===== config.mk =====
export PLATFORM = sky130hd
export DESIGN_NAME = voice_scheduler_flat
export DESIGN_NICKNAME = d
export VERILOG_FILES = /design/src/rtl/voice_scheduler_pkg.sv /design/src/rtl/voice_scheduler_if.sv /design/src/rtl/voice_scheduler_slot.sv /design/src/rtl/voice_scheduler.sv /design/src/flat_wrapper.sv
export SDC_FILE = /design/constraint.sdc
export NUM_CORES = 1
export LEC_CHECK = 0
export BUFFER_PORTS_ARGS = -buffer_cell sky130_fd_sc_hd__buf_2
export CAP_MARGIN = 5
export CORE_MARGIN = 2
export CORE_UTILIZATION = 35
export DETAILED_ROUTE_END_ITERATION = 7
export SKIP_LAST_GASP = 1
export SYNTH_ARGS = -nofsm -noshare
export SYNTH_HDL_FRONTEND = slang
export SYNTH_HIERARCHICAL = 1
export SYNTH_SLANG_ARGS = --single-unit

===== constraint.sdc =====
create_clock -name clk -period 9 [get_ports clk]
set_input_delay 1.8 -clock clk [delete_from_list [all_inputs] [get_ports clk]]
set_output_delay 1.8 -clock clk [all_outputs]
set_load 0.005 [all_outputs]

===== src/rtl/voice_scheduler_pkg.sv =====
// rtl/voice_scheduler_pkg.sv - shared types and constants for the voice scheduler
// Contents: scheduler state encoding, metadata bit positions, default widths,
// and the note code reserved for rests.
package voice_scheduler_pkg;

    typedef enum logic [1:0] {
        ST_IDLE = 2'd0,
        ST_WAIT = 2'd1,
        ST_ACK  = 2'd2
    } state_t;

    localparam int META_CHORD = 0;
    localparam int DEF_NOTE_W = 6;
    localparam int DEF_DUR_W  = 6;
    localparam int NOTE_REST  = 0;

endpackage


===== src/rtl/voice_scheduler_if.sv =====
// rtl/voice_scheduler_if.sv - reader-to-scheduler note handshake
// Signals: new_note (pulse), note, duration, metadata (bit 0 = chord) from the
// reader; note_done (pulse) back to the reader.
// Modports: master = song reader, slave = voice_scheduler.
interface voice_scheduler_if #(
    parameter int NOTE_W = voice_scheduler_pkg::DEF_NOTE_W,
    parameter int DUR_W  = voice_scheduler_pkg::DEF_DUR_W
);
    logic              new_note;
    logic [NOTE_W-1:0] note;
    logic [DUR_W-1:0]  duration;
    logic [2:0]        metadata;
    logic              note_done;

    modport master (output new_note, note, duration, metadata, input note_done);
    modport slave  (input new_note, note, duration, metadata, output note_done);
endinterface


===== src/rtl/voice_scheduler_slot.sv =====
// rtl/voice_scheduler_slot.sv - one note-player voice: beat counter and note register
// Ports: clk, reset (async active-low), flush (sync clear), dec (accepted beat),
// load/load_note/load_dur (start a note), rem (remaining beats), note_q (held
// note code), load_pulse (registered start pulse), free (rem == 0).
module voice_slot #(
    parameter int NOTE_W = 6,
    parameter int DUR_W  = 6
) (
    input  logic              clk,
    input  logic              reset,
    input  logic              flush,
    input  logic              dec,
    input  logic              load,
    input  logic [NOTE_W-1:0] load_note,
    input  logic [DUR_W-1:0]  load_dur,
    output logic [DUR_W-1:0]  rem,
    output logic [NOTE_W-1:0] note_q,
    output logic              load_pulse,
    output logic              free
);
    // A load wins over a coincident beat: a fresh or stolen voice starts with
    // its full duration.
    always_ff @(posedge clk or negedge reset) begin
        if (!reset) begin
            rem        <= '0;
            note_q     <= '0;
            load_pulse <= 1'b0;
        end else if (flush) begin
            rem        <= '0;
            note_q     <= '0;
            load_pulse <= 1'b0;
        end else begin
            load_pulse <= load;
            if (load) begin
                rem    <= load_dur;
                note_q <= load_note;
            end else if (dec && rem != '0) begin
                rem <= rem - DUR_W'(1);
            end
        end
    end

    assign free = (rem == '0);
endmodule


===== src/rtl/voice_scheduler.sv =====
// rtl/voice_scheduler.sv - assigns reader notes to voices and paces the reader
// Ports: clk, reset (async active-low), play, flush, beat, rd (slave side of
// the note handshake), voice_load, voice_note (voice i at [i*NOTE_W +: NOTE_W]),
// voice_active, busy.
module voice_scheduler
    import voice_scheduler_pkg::*;
#(
    parameter int NUM_VOICES = 3,
    parameter int NOTE_W     = DEF_NOTE_W,
    parameter int DUR_W      = DEF_DUR_W
) (
    input  logic                         clk,
    input  logic                         reset,
    input  logic                         play,
    input  logic                         flush,
    input  logic                         beat,
    voice_scheduler_if.slave             rd,
    output logic [NUM_VOICES-1:0]        voice_load,
    output logic [NUM_VOICES*NOTE_W-1:0] voice_note,
    output logic [NUM_VOICES-1:0]        voice_active,
    output logic                         busy
);
    localparam int IDX_W = (NUM_VOICES > 1) ? $clog2(NUM_VOICES) : 1;

    state_t            state, state_nx;
    logic [DUR_W-1:0]  wait_cnt, wait_nx;
    logic              note_done_q;
    logic              play_q;
    logic              tick;
    logic              accept;
    logic              do_load;
    logic [IDX_W-1:0]  sel_idx;
    logic              found_free;
    logic [DUR_W-1:0]  best_rem;
    logic [DUR_W-1:0]  rem [NUM_VOICES];
    logic [NUM_VOICES-1:0] free;
    logic              unused_meta;

    assign unused_meta = ^rd.metadata[2:1];

    assign tick    = beat & play;
    assign accept  = (state == ST_IDLE) && rd.new_note && play;
    assign do_load = accept && (rd.note != NOTE_W'(NOTE_REST)) && (rd.duration != '0);

    // Lowest-index free voice; otherwise steal the voice closest to finishing
    // (strict < keeps the lowest index on ties).
    always_comb begin
        found_free = 1'b0;
        sel_idx    = '0;
        best_rem   = rem[0];
        for (int i = 0; i < NUM_VOICES; i++) begin
            if (!found_free && free[i]) begin
                found_free = 1'b1;
                sel_idx    = IDX_W'(i);
            end
        end
        if (!found_free) begin
            for (int i = 1; i < NUM_VOICES; i++) begin
                if (rem[i] < best_rem) begin
                    best_rem = rem[i];
                    sel_idx  = IDX_W'(i);
                end
            end
        end
    end

    for (genvar g = 0; g < NUM_VOICES; g++) begin : g_voice
        logic load_g;
        assign load_g = do_load && (sel_idx == IDX_W'(g));

        voice_slot #(.NOTE_W(NOTE_W), .DUR_W(DUR_W)) u_slot (
            .clk        (clk),
            .reset      (reset),
            .flush      (flush),
            .dec        (tick),
            .load       (load_g),
            .load_note  (rd.note),
            .load_dur   (rd.duration),
            .rem        (rem[g]),
            .note_q     (voice_note[g*NOTE_W +: NOTE_W]),
            .load_pulse (voice_load[g]),
            .free       (free[g])
        );

        assign voice_active[g] = !free[g] && play_q;
    end

    always_comb begin
        state_nx = state;
        wait_nx  = wait_cnt;
        case (state)
            ST_IDLE: begin
                if (accept) begin
                    if (rd.metadata[META_CHORD] || rd.duration == '0) begin
                        state_nx = ST_ACK;
                    end else begin
                        state_nx = ST_WAIT;
                        wait_nx  = rd.duration;
                    end
                end
            end
            ST_WAIT: begin
                if (tick && wait_cnt != '0) begin
                    wait_nx = wait_cnt - DUR_W'(1);
                    if (wait_cnt == DUR_W'(1)) state_nx = ST_ACK;
                end
            end
            ST_ACK:  state_nx = ST_IDLE;
            default: state_nx = ST_IDLE;
        endcase
    end

    always_ff @(posedge clk or negedge reset) begin
        if (!reset) begin
            state       <= ST_IDLE;
            wait_cnt    <= '0;
            note_done_q <= 1'b0;
            play_q      <= 1'b0;
        end else begin
            play_q <= play;
            if (flush) begin
                state       <= ST_IDLE;
                wait_cnt    <= '0;
                note_done_q <= 1'b0;
            end else begin
                state       <= state_nx;
                wait_cnt    <= wait_nx;
                note_done_q <= (state == ST_ACK);
            end
        end
    end

    assign rd.note_done = note_done_q;
    assign busy         = (state != ST_IDLE);
endmodule


===== src/flat_wrapper.sv =====
// flat-port wrapper written by rule: the top's interface ports become plain ports
module voice_scheduler_flat import voice_scheduler_pkg::*;
#(
    parameter int NUM_VOICES = 3,
    parameter int NOTE_W     = DEF_NOTE_W,
    parameter int DUR_W      = DEF_DUR_W
)
  (clk, reset, play, flush, beat, voice_load, voice_note, voice_active, busy, rd_new_note, rd_note, rd_duration, rd_metadata, rd_note_done);
  voice_scheduler_if #(.NOTE_W(NOTE_W), .DUR_W(DUR_W)) rd_i ();
  input  logic clk;
  input  logic reset;
  input  logic play;
  input  logic flush;
  input  logic beat;
  output logic [NUM_VOICES-1:0] voice_load;
  output logic [NUM_VOICES*NOTE_W-1:0] voice_note;
  output logic [NUM_VOICES-1:0] voice_active;
  output logic busy;
  input wire logic [$bits(rd_i.new_note)-1:0] rd_new_note;
  input wire logic [$bits(rd_i.note)-1:0] rd_note;
  input wire logic [$bits(rd_i.duration)-1:0] rd_duration;
  input wire logic [$bits(rd_i.metadata)-1:0] rd_metadata;
  output wire logic [$bits(rd_i.note_done)-1:0] rd_note_done;
  assign rd_i.new_note = rd_new_note;
  assign rd_i.note = rd_note;
  assign rd_i.duration = rd_duration;
  assign rd_i.metadata = rd_metadata;
  assign rd_note_done = rd_i.note_done;
  voice_scheduler #(.NUM_VOICES(NUM_VOICES), .NOTE_W(NOTE_W), .DUR_W(DUR_W)) u_core (.clk(clk), .reset(reset), .play(play), .flush(flush), .beat(beat), .rd(rd_i), .voice_load(voice_load), .voice_note(voice_note), .voice_active(voice_active), .busy(busy));
endmodule

Yosys cells after proc, flatten, opt, wreduce, memory -nomap -nowiden
Cells that the tools add are included.
{"block": "totals", "regBits": 49, "input_bits": 21, "elab_cells": 113}
{"block": "op_classes", "add_sub_neg": 4, "magnitude_cmp": 2, "n_eq_ne": 9, "n_mux": 40, "bitwise": 1, "n_reduce_logical": 44}
{"op": "$mux 6", "count": 21}
{"op": "$reduce_bool 6->1", "count": 6}
{"op": "$logic_not 6->1", "count": 4}
{"op": "$sub 6x1->6 const B", "count": 4}
{"op": "$mux 2", "count": 9}
{"op": "$logic_and 1x1->1", "count": 16}
{"op": "$lt 6x6->1", "count": 2}
{"op": "$pmux 6 s2", "count": 1}
{"op": "$reduce_bool 3->1", "count": 4}
{"op": "$ne 3x2->1 const B", "count": 3}
{"op": "$mux 1", "count": 8}
{"op": "$reduce_bool 2->1", "count": 4}
{"op": "$eq 6x1->1 const B", "count": 1}
{"op": "$logic_not 1->1", "count": 5}
{"op": "$eq 2x1->1 const B", "count": 2}
{"op": "$eq 2x2->1 const B", "count": 2}
{"op": "$logic_not 2->1", "count": 2}
{"op": "$pmux 2 s2", "count": 1}
{"op": "$reduce_and 4->1", "count": 1}
{"op": "$ne 3x3->1 const B", "count": 1}
{"op": "$reduce_and 3->1", "count": 1}
{"op": "$and 1x1->1", "count": 1}
{"op": "$logic_or 1x1->1", "count": 1}

Depth between registers and ports, before layout
{"block": "logic_depth", "depth_word": 16, "ltp_mapped": 16, "ltp_nobuf": 15}

Hierarchy
Netlist, hierarchy kept.
{"mod": "voice_slot", "n_inst": 3, "cells_per_inst": 71, "area_each_um2": 696.9, "seq_area_each_um2": 325.3}
{"mod": "voice_scheduler", "n_inst": 1, "cells_per_inst": 136, "area_each_um2": 1122.3, "seq_area_each_um2": 250.2}

Worst setup path after synthesis
OpenSTA, ideal clock, no wires.
{"block": "synth_path", "path_type": "input to register", "from": "in rd_duration[4]", "to": "reg u_core.g_voice[1].u_slot.rem[1]", "setup_time_ns": 0.099, "arrival_ns": 3.609, "slack_ns": 5.292, "stages": 9, "path_buffers": 1, "path_cell_list": "or4_1 nor3_1 or4_1 nor4_1 buf_2 inv_1 o2111ai_1 o21ai_0 a311oi_1"}
{"block": "synth_between", "elab_chain_cells": 5, "word_cells_on_any_way": 6, "classes_between": "mux: 2; reduce/logical: 4"}
{"item": "from (decl)", "line": "flat_wrapper.sv:21", "source": "input wire logic [$bits(rd_i.duration)-1:0] rd_duration;"}
{"item": "$reduce_bool 6->1 (*)", "line": "voice_scheduler.sv:43", "source": "assign do_load = accept && (rd.note != NOTE_W'(NOTE_REST)) && (rd.duration != '0);"}
{"item": "$logic_and 1x1->1 (*)", "line": "voice_scheduler.sv:43"}
{"item": "$logic_and 1x1->1 (*)", "line": "voice_scheduler.sv:69", "source": "assign load_g = do_load && (sel_idx == IDX_W'(g));"}
{"item": "via u_core.g_voice[1].load_g", "line": "voice_scheduler.sv:68", "source": "logic load_g;"}
{"item": "$mux 6", "line": "voice_scheduler_slot.sv:34", "source": "if (load) begin"}
{"item": "$mux 6", "line": "voice_scheduler_slot.sv:28", "source": "end else if (flush) begin"}
{"item": "to (signal assigned)", "line": "voice_scheduler_slot.sv:35", "source": "rem <= load_dur;"}
{"item": "to (signal assigned)", "line": "voice_scheduler_slot.sv:38", "source": "rem <= rem - DUR_W'(1);"}
{"item": "to (decl)", "line": "voice_scheduler_slot.sv:16", "source": "output logic [DUR_W-1:0] rem,"}
Mark *: on every way through the listed nets, which the timed path passes. The rest lies on a longest branch.
A chain may end at the register's enable or synchronous reset.

Worst setup path in the final report
{"block": "layout_path", "from": "in rd_duration[4]", "to": "reg u_core.g_voice[0].u_slot.rem[5]"}
{"block": "layout_between", "elab_chain_cells": 5, "word_cells_on_any_way": 6, "classes_between": "mux: 2; reduce/logical: 4"}
{"item": "$reduce_bool 6->1 (*)", "line": "voice_scheduler.sv:43"}
{"item": "$logic_and 1x1->1 (*)", "line": "voice_scheduler.sv:43"}
{"item": "$logic_and 1x1->1 (*)", "line": "voice_scheduler.sv:69"}
{"item": "via u_core.g_voice[0].load_g", "line": "voice_scheduler.sv:68"}
{"item": "$mux 6", "line": "voice_scheduler_slot.sv:34"}
{"item": "$mux 6", "line": "voice_scheduler_slot.sv:28"}
{"item": "to (signal assigned)", "line": "voice_scheduler_slot.sv:35"}
{"item": "to (signal assigned)", "line": "voice_scheduler_slot.sv:38"}
{"item": "to (decl)", "line": "voice_scheduler_slot.sv:16"}
Marked as above.

==> qor.yml <==
vias: 2835
yosys-top-cells-area: "dfrtp_1, mux2i_1, ha_1"
synth_cell_type_count: 51
synth_edf_count: 0
min_period_ns: 4.41
crit_start: "rd_duration[4]"
skew_ns: 0.00764
pin_count: 47
clk_latency_ns: 0.31
yosysMostFrequentCell: "dfrtp_1"
route.met2.wl_um: 3640
synth_top_area_share_pct: 38.2
ir_drop_mv: 0.135
slew_headroom_pct: 25.3
route.detailed.drc: 0
setup.worst_path.start_class: "input port"
netlist_area_mm2: 0.00321
dp_hpwl_um: 5720
cts.sink_count: 49
antenna_found_initial: 0
design_area_mm2: 0.00366
synth_ff_type: "dfrtp_1"
clock_path_buffers: 2
initial_core_util_pct: 36.5
dieArea_mm2: 0.00996
cts_resized: 0
ys_ff_latch: 49
rsz0062_at_grt: "false"
cp.arrival_ns: 4.65
grt_max_degree: 54
crit_chain: "buf_2 -> or4_1 -> nor3_1 -> or4_1 -> nor3_2 -> nor2_1 -> a41oi_1 -> a21oi_1 -> a21oi_1"
worstPathMaxFanout: 13
critPathKind: "in -> reg"
die_w_um: 99.8
rows: 34
grt_first_pass_wirelength_um: 14000
postRouteAntennaNets: 0
outcome: "complete, no violations"
fin_nets: 432
place_area_mm2: 0.00356
power_mw: 1.21
worst-path-buf-inv: 1
ctsHoldBuffers: 0
fin_cells: 502
syn2layout_area_growth_pct: 13.9
grt_util_all_layers_pct: 17.4
dp_cells: 494
first_iter_violations: 161
r2r-start: "u_core/g_voice[0].u_slot/rem[2]"
crit_path_max_incr_delay_ns: 0.91
die-height_um: 99.8
final_layout_size_suffix_gt1_share_pct: 19.0
hold_start: "u_core/g_voice[2].u_slot/note_q[2]"
yosysSeqAreaShare_pct: 38.2
powerDensity_mw_per_mm2: 331
num_antenna_cells: 0
overflow: 0
max_slew.worst_pin.slew_ns: 1.11
maxCapViolCount: 0
cpMaxStageDelayCell: "nor3_2"
wl_per_cell_um: 16.6
gp_congestion: 0.882
wl_um: 8330
fin_hold_ws_ns: 0.534
clockRootBuffer: "clkbuf_8"
final_hold_viol_count: 0
end_kind: "register"
min_path_type: "reg -> reg"
synth_largest_area_cell: "dfrtp_1"
finalSetupTns_ns: 0
nFillCells: 875
synth.avg_cell_area_um2: 9.21
post_cts_buffers: 0
fmax_ghz: 0.227
drv_slew: 0
synthArstFlopShare_pct: 100
setup_slack_ns: 4.59
synth.net_count: 388
yosysWarnings: 6
setup_viol: 0
cts_max_level: 2
via_per_inst: 5.65
dr_wl_met3_um: 493
cts-buffers-inserted: 5
dp_slack_ns: 4.33
core_area_mm2: 0.00881
p_leak_nw: 1.61
highest_layer: "met4"
clkSlewWorstSetupHoldPaths_ns: 0.10
cts_tree: "done"
synth_common_cells: "dfrtp_1, nor2_1, a21oi_1"
fin_util_pct: 41.5
first_global_vias: 2740
crit_family: "simple AND/OR/NAND/NOR gates"
cp_data_required_time_ns: 9.23
fin_crit_sh_pct: 49.0
numPortBuffers: 44
wl_met1_um: 4110
dr.pass1.iters: 4
synthCells: 349
-- sequential cells by signal, summed over array words and instances, names as in the netlist --
signal,count
u_core/g_voice.u_slot/note_q,18
u_core/g_voice.u_slot/rem,18
u_core/wait_cnt,6
u_core/g_voice.u_slot/load_pulse,3
u_core/state,2
u_core/play_q,1
u_core/rd.note_done,1
-- worst min-delay path, cell delays in order (launching register included) --
cell and delay (ns):
dfrtp_1 0.36, mux2i_1 0.07, nor2_1 0.07
-- cell usage in the layout, fill, tap and decap left out, types with 6 or more instances in the layout --
master    count
nor3_1       13
nand2_1      17
nor2_1       45
mux2i_1      24
a22oi_1       6
a21oi_1      28
nor2b_1       7
buf_2        44
inv_1        21
o21ai_0      11
nand3b_1      7
dfrtp_1      49
o31ai_1      11
ha_1         18
nand2b_1      6
nand3_1       9
-- final timing paths --
check,end,slack [ns],cells after the start
max in group asynchronous,u_core/g_voice[2].u_slot/rem[3],6.95,2
max reg2reg,u_core/g_voice[0].u_slot/rem[5],4.66,15
max,u_core/g_voice[0].u_slot/rem[5],4.59,9
min,u_core/g_voice[2].u_slot/note_q[2],0.53,2
min in group asynchronous,u_core/g_voice[1].u_slot/rem[2],1.57,2
min reg2reg,u_core/g_voice[2].u_slot/note_q[2],0.53,2
-- power breakdown --
part	leakage (nW)	switching [mW]	total, mW	internal (mW)
clock network	0.0511	0.0847	0.144	0.0589
registers	0.661	0.0866	0.365	0.279
logic	0.897	0.393	0.701	0.309
-- cells by family (layout without fill, tap and decap cells) --
logic type      count (synthesis)  in the layout  share of synthesized area, %
fa+ha+maj                      18             18                          7.01
buf+inv                        31             76                          3.74
mux                            25             25                          7.83
simple gates                  134            134                          22.5
xor+xnor                        3              3                         0.818
compound gates                 89             89                          20.0
flops                          49             49                          38.2
-- cell type report --
cell class / count / area, um^2 / area share (%)
Timing Repair Buffer: 47 / 243 / 6.63
Tap cell: 108 / 135 / 3.69
Clock inverter: 3 / 28.8 / 0.787
Inverter: 21 / 78.8 / 2.15
Sequential cell: 49 / 1230 / 33.5
Clock buffer: 5 / 68.8 / 1.88
Multi-Input combinational cell: 269 / 1880 / 51.3
-- per-layer routing --
layer	vias up	global-route usage [%]
met4	0	3.69
met1	1375	25.2
met5	-	0
met3	6	4.32
met2	75	26.2
li1	1379	-
Note: power is estimated with default switching activity, not from simulation.
